### src/rtl/step_counter_register.sv
// step_counter_register
//   Load/count register with synchronous clear, up/down counting by a variable
//   step, and wrap modulo (LIMIT+1). Registered one-cycle CARRY/BORROW pulses
//   flag a wrap; ZERO/AT_LIMIT are decoded straight from the register value.
//
//   Optional feature macro: SATURATE_EN
//     defined   : overflow/underflow clamps to LIMIT/0 (CARRY/BORROW still pulse)
//     undefined : overflow/underflow wraps modulo (LIMIT+1)
//
// Ports
//   CLOCK      in   1          rising-edge clock
//   RESET_N    in   1          asynchronous active-low reset
//   CLEAR      in   1          synchronous clear to RESET_VALUE (highest priority)
//   LOAD       in   1          synchronous load of DATA (clamped to LIMIT)
//   INCREMENT  in   1          count up by step
//   DECREMENT  in   1          count down by step (both high -> hold)
//   STEP       in   STEP_BITS  step size, 0 means 1
//   DATA       in   BITS       load value
//   OUT        out  BITS       register value
//   ZERO       out  1          OUT == 0
//   AT_LIMIT   out  1          OUT == LIMIT
//   CARRY      out  1          pulse: last increment wrapped/clamped
//   BORROW     out  1          pulse: last decrement wrapped/clamped
module step_counter_register #(
  parameter int BITS        = 16,
  parameter int STEP_BITS   = 4,
  parameter int LIMIT       = 2**BITS - 1,
  parameter int RESET_VALUE = 0
) (
  input  logic                 CLOCK,
  input  logic                 RESET_N,
  input  logic                 CLEAR,
  input  logic                 LOAD,
  input  logic                 INCREMENT,
  input  logic                 DECREMENT,
  input  logic [STEP_BITS-1:0] STEP,
  input  logic [BITS-1:0]      DATA,
  output logic [BITS-1:0]      OUT,
  output logic                 ZERO,
  output logic                 AT_LIMIT,
  output logic                 CARRY,
  output logic                 BORROW
);

  // Parameter legality checks, evaluated at elaboration.
  localparam longint MAX_VAL  = (longint'(1) << BITS) - 1;
  localparam longint STEP_MAX = (longint'(1) << STEP_BITS) - 1;

  if (RESET_VALUE > LIMIT) begin : g_err_reset_value
    $error("step_counter_register: RESET_VALUE must not exceed LIMIT");
  end
  if (longint'(LIMIT) > MAX_VAL) begin : g_err_limit
    $error("step_counter_register: LIMIT does not fit in BITS");
  end
  if (STEP_MAX > longint'(LIMIT)) begin : g_err_step
    $error("step_counter_register: largest STEP must not exceed LIMIT");
  end

  // All count arithmetic is one bit wider than the register so that an
  // overflow past LIMIT is visible before any truncation.
  localparam logic [BITS:0]   LIM_W = (BITS+1)'(LIMIT);
  localparam logic [BITS-1:0] LIM_B = BITS'(LIMIT);
  localparam logic [BITS-1:0] RV_B  = BITS'(RESET_VALUE);
`ifndef SATURATE_EN
  localparam logic [BITS:0]   MOD_W = LIM_W + 1'b1;
`endif

  logic [BITS-1:0] out_q, out_d;
  logic            carry_q, carry_d;
  logic            borrow_q, borrow_d;
  logic [BITS:0]   step_w;
  logic [BITS:0]   cur_w;
  logic [BITS:0]   sum_w;

  always_comb begin
    out_d    = out_q;
    carry_d  = 1'b0;
    borrow_d = 1'b0;
    cur_w    = {1'b0, out_q};
    step_w   = (STEP == '0) ? (BITS+1)'(1) : (BITS+1)'(STEP);
    sum_w    = cur_w + step_w;

    if (CLEAR) begin
      out_d = RV_B;
    end else if (LOAD) begin
      out_d = ({1'b0, DATA} > LIM_W) ? LIM_B : DATA;
    end else if (INCREMENT && !DECREMENT) begin
      if (sum_w <= LIM_W) begin
        out_d = BITS'(sum_w);
      end else begin
        carry_d = 1'b1;
`ifdef SATURATE_EN
        out_d   = LIM_B;
`else
        out_d   = BITS'(sum_w - MOD_W);
`endif
      end
    end else if (DECREMENT && !INCREMENT) begin
      if (step_w <= cur_w) begin
        out_d = BITS'(cur_w - step_w);
      end else begin
        borrow_d = 1'b1;
`ifdef SATURATE_EN
        out_d    = '0;
`else
        // cur + (LIMIT+1) - step cannot exceed BITS+1 bits.
        out_d    = BITS'(cur_w + MOD_W - step_w);
`endif
      end
    end
  end

  always_ff @(posedge CLOCK or negedge RESET_N) begin
    if (!RESET_N) begin
      out_q    <= RV_B;
      carry_q  <= 1'b0;
      borrow_q <= 1'b0;
    end else begin
      out_q    <= out_d;
      carry_q  <= carry_d;
      borrow_q <= borrow_d;
    end
  end

  assign OUT      = out_q;
  assign CARRY    = carry_q;
  assign BORROW   = borrow_q;
  assign ZERO     = (out_q == '0);
  assign AT_LIMIT = (out_q == LIM_B);

endmodule

### config.mk
export PLATFORM = sky130hd
export DESIGN_NAME = step_counter_register
export DESIGN_NICKNAME = d
export VERILOG_FILES = /design/src/rtl/step_counter_register.sv
export SDC_FILE = /design/constraint.sdc
export NUM_CORES = 1
export LEC_CHECK = 0
export BUFFER_PORTS_ARGS = -buffer_cell sky130_fd_sc_hd__buf_2
export CAP_MARGIN = 0
export CORE_MARGIN = 5
export CORE_UTILIZATION = 35
export CTS_CLUSTER_SIZE = 28
export DETAILED_ROUTE_END_ITERATION = 10
export HOLD_SLACK_MARGIN = 0.12
export PLACE_DENSITY_LB_ADDON = 0.05
export SLEW_MARGIN = 20
export SYNTH_ARGS = -nofsm -noshare
export SYNTH_HDL_FRONTEND = slang
export SYNTH_SLANG_ARGS = --single-unit
### constraint.sdc
create_clock -name CLOCK -period 5.1 [get_ports CLOCK]
set_input_delay 0.765 -clock CLOCK [delete_from_list [all_inputs] [get_ports CLOCK]]
set_output_delay 0.765 -clock CLOCK [all_outputs]
set_load 0.02 [all_outputs]
==> impl_summary.log <==
[metrics] quantity of hold-fixing buffers added after cts: 0
[metrics] placed wire-length estimate: roughly 4000 microns
[metrics] clock-pin slew reported for the worst setup and hold paths after clock tree synthesis: 0.08 ns
[metrics] number of antenna diodes: 0
[metrics] die span in y: ~82 microns
[metrics] HP Class: primary input to async pin
[metrics] Clk Latency, worst-skew pair: 0.26 ns
[metrics] first-pass detailed-route iteration total: 4
[metrics] timing-limited maximum frequency: approximately 0.37 GHz
[metrics] slew margin rel.: approximately two fifths
[metrics] Worst Skew: 0.00534 ns
[metrics] xor and xnor fraction of the mapped netlist area: less than 1%
[metrics] post-route core utilization: a little over two fifths
[metrics] total number of clock tree sinks: 18
[metrics] adder and majority gate portion of the synthesized area: a little under a tenth
[metrics] met1 routed wirelength after detailed routing: roughly 2700 microns
[metrics] asr flop ratio synth: 100%
[metrics] Final Max Slew Viols: 0
[metrics] number of primary I/O pins: 46
[metrics] Setup-failing EPs final: 0
[metrics] count of final hold-check violations: 0
[metrics] Arrival @ worst endpoint: approximately 2.8 ns
[metrics] post-synthesis mux area share: under 10%
[metrics] Post-CTS Setup Repair Bufs: 0
[metrics] part of the Yosys area used for sequential elements: roughly 25%
[metrics] Core ar.: just over 0.005 sq mm
[metrics] worst hold slack after final layout: ~0.44 ns
[metrics] power density over the cells: ~230 mW/mm^2
[metrics] peak supply drop: approximately 0.096 mV
[metrics] layout net count: approximately 300
[metrics] met3 WL: 363 microns
[metrics] number of unique standard cell types used by synthesis: 61
[metrics] number of instances resized during post-cts repair: 0
[metrics] IO Port Bufs: 45
[metrics] run status: completed
[metrics] top library cells by usage in the layout, fill and taps aside: sky130_fd_sc_hd__buf_2, sky130_fd_sc_hd__dfrtp_1, sky130_fd_sc_hd__nor2_1
[metrics] clock root buffer master: sky130_fd_sc_hd__clkbuf_8
[metrics] Num CTS Buffers: 3
[metrics] overall track demand over capacity in global routing: between 15 and 20%
[metrics] EDFF count, synth: 0
[metrics] initial detailed-routing violation count: a little over 100
[metrics] final weighted congestion in routability-driven placement: 0.907
[metrics] Mapped Area: about 0.0018 sq mm
[metrics] total length of routed met2 wires: ~2400 microns
[metrics] Longest Clk Path Bufs: 2
[metrics] highest fanout seen on the critical path: 6
[metrics] actual slew at the worst max-slew pin: just under 0.9 ns
[metrics] Syn Inst Count: 225
[metrics] critical path required time: about 5.3 ns
[metrics] initial cell density of the core: 35.9%
[metrics] number of maximum-capacitance constraint violations: 0
[metrics] highest metal used: met4
[metrics] layout overhead on the synthesized area: 16.2%
[metrics] Top FF cell, synth: sky130_fd_sc_hd__dfrtp_1
[metrics] total congestion overflow after global routing: 0
[metrics] net count after synthesis: ~260
[metrics] via count: between 1500 and 2000
[metrics] maximum number of pins on one net before global-route repair: 29
[metrics] average routed wire per standard cell: around 17 microns
[metrics] CTS tree: done
[metrics] shortest period the worst path allows: ~2.7 ns
[metrics] residual antenna-violating net count after detailed routing: 0
[metrics] Critical Setup Path Class: primary input to flip-flop
[metrics] startpoint type of the worst setup path: primary input
[metrics] Total Neg Setup Slack: 0 ns
[metrics] vias per cell: 5.66
[metrics] post-route DRC violation count: 0
[metrics] number of global-route vias before repair: about 1800
[metrics] die outline width: around 82 microns
[metrics] post-route clock period utilization: approximately 53%
[metrics] endpoint type of the worst setup path: flip-flop
[metrics] unrepaired setup endpoints after global routing: no
[metrics] wire length of the first global-routing pass: 9090 microns
[metrics] number of synthesized register bits: 18
[metrics] cell row count: 26
[metrics] complex-gate fraction of the synthesized area: between 20% and 30%
[metrics] Synth warnings: 0
[metrics] Post-Synth Simple-Gate Area: 31.8%
[metrics] H-tree levels: 1
[metrics] number of antenna violations at the first check in global routing: 0
[metrics] total length of routed wires: around 5500 microns
[metrics] combinational family with the most area after synthesis: simple AND/OR/NAND/NOR gates
[metrics] leakage power figure: between 0.9 and 1 nW
[metrics] layout cell share with drive strength beyond 1: roughly a quarter
[metrics] leading cell type in the layout, fill and taps excluded: sky130_fd_sc_hd__buf_2
[metrics] total die area: 0.00678 sq mm
[metrics] Synth Area per Inst: 8.14 sq um
## worst max-delay path: stages
cell and delay (ns):
sky130_fd_sc_hd__buf_2 0.14, sky130_fd_sc_hd__inv_1 0.07, sky130_fd_sc_hd__a31o_2 0.24, sky130_fd_sc_hd__ha_1 0.20, sky130_fd_sc_hd__fa_1 0.38, sky130_fd_sc_hd__nand2b_1 0.10
sky130_fd_sc_hd__a21oi_2 0.08, sky130_fd_sc_hd__o211ai_1 0.45, sky130_fd_sc_hd__a21oi_1 0.12, sky130_fd_sc_hd__o31a_1 0.30
## Yosys cell counts (4+ instances only)
master                     instances  area [sq um]
sky130_fd_sc_hd__a21oi_2           4          35.0
sky130_fd_sc_hd__nor2_1           18          67.6
sky130_fd_sc_hd__a21oi_1           9          45.0
sky130_fd_sc_hd__nand2b_1          7          43.8
sky130_fd_sc_hd__ha_1             10           125
sky130_fd_sc_hd__clkbuf_1          7          26.3
sky130_fd_sc_hd__mux2i_1           4          40.0
sky130_fd_sc_hd__dfrtp_1          18           450
sky130_fd_sc_hd__or3_1             6          37.5
sky130_fd_sc_hd__nor4_1            5          31.3
sky130_fd_sc_hd__nand2_1          13          48.8
sky130_fd_sc_hd__o21ai_0           4          20.0
sky130_fd_sc_hd__nor2b_1           7          43.8
sky130_fd_sc_hd__nor3_1           13          65.1
sky130_fd_sc_hd__buf_2             6          30.0
sky130_fd_sc_hd__nand3_1           7          35.0
sky130_fd_sc_hd__nor3b_1           4          30.0
sky130_fd_sc_hd__and3_1            7          43.8
sky130_fd_sc_hd__inv_1            12          45.0
sky130_fd_sc_hd__nand4_1           5          31.3
## power breakdown
| group | switching, mW | internal, mW | leakage (nW) | total, mW |
|---|---|---|---|---|
| clock | 0.0571 | 0.0688 | 0.0288 | 0.126 |
| combinational | 0.110 | 0.0719 | 0.721 | 0.182 |
| sequential | 0.0271 | 0.154 | 0.238 | 0.181 |
| total | 0.194 | 0.295 | 0.987 | 0.489 |
## final timing paths
check | startpoint | endpoint | slack [ns] | depth (start not counted)
max in group asynchronous | RESET_N | OUT[13] | 4.34 | 1
min reg2reg | OUT[14] | OUT[14] | 0.66 | 2
min | RESET_N | OUT[6] | 0.44 | 1
max reg2reg | OUT[3] | OUT[15] | 2.84 | 6
max | STEP[1] | OUT[8] | 2.41 | 10
min in group CLOCK | OUT[14] | OUT[14] | 0.66 | 2
## state kept, by name (all words and copies together), names as in the netlist
signal,cells
CARRY,1
OUT,16
BORROW,1
## logic make-up after synthesis
family,count (synthesis)
AND/OR/NAND/NOR,103
XOR/XNOR,1
AO/OA/AOI/OAI,59
adder cells (fa/ha/maj),12
buffers and inverters,28
multiplexers,4
flip-flops,18
## layer usage
layer  vias to the layer above  GRT usage (%)
met1                       881           25.6
li1                        912              -
met3                         5           2.49
met2                        58           26.0
met5                         -              0
met4                         0           4.15
## final cells by class
| type | instances | area [sq um] |
|---|---|---|
| fill | 553 | 2980 |
| multi-input combinational | 179 | 1260 |
| clock buffer | 4 | 55.1 |
| inverter | 12 | 45.0 |
| sequential | 18 | 450 |
| timing repair buffer | 45 | 225 |
| tap | 70 | 87.6 |
## metrics by stage
step	instance area [sq um]	worst slack [ns]	cells	total power [mW]
after floorplan	1830	2.53	225	0.309
after global placement	2070	2.20	324	0.367
after detailed placement	2070	2.11	324	0.365
after CTS	2130	2.40	328	0.493
after global routing	2130	2.27	328	0.520
final	2130	2.41	328	0.489
Note: power is estimated with default switching activity, not from simulation.
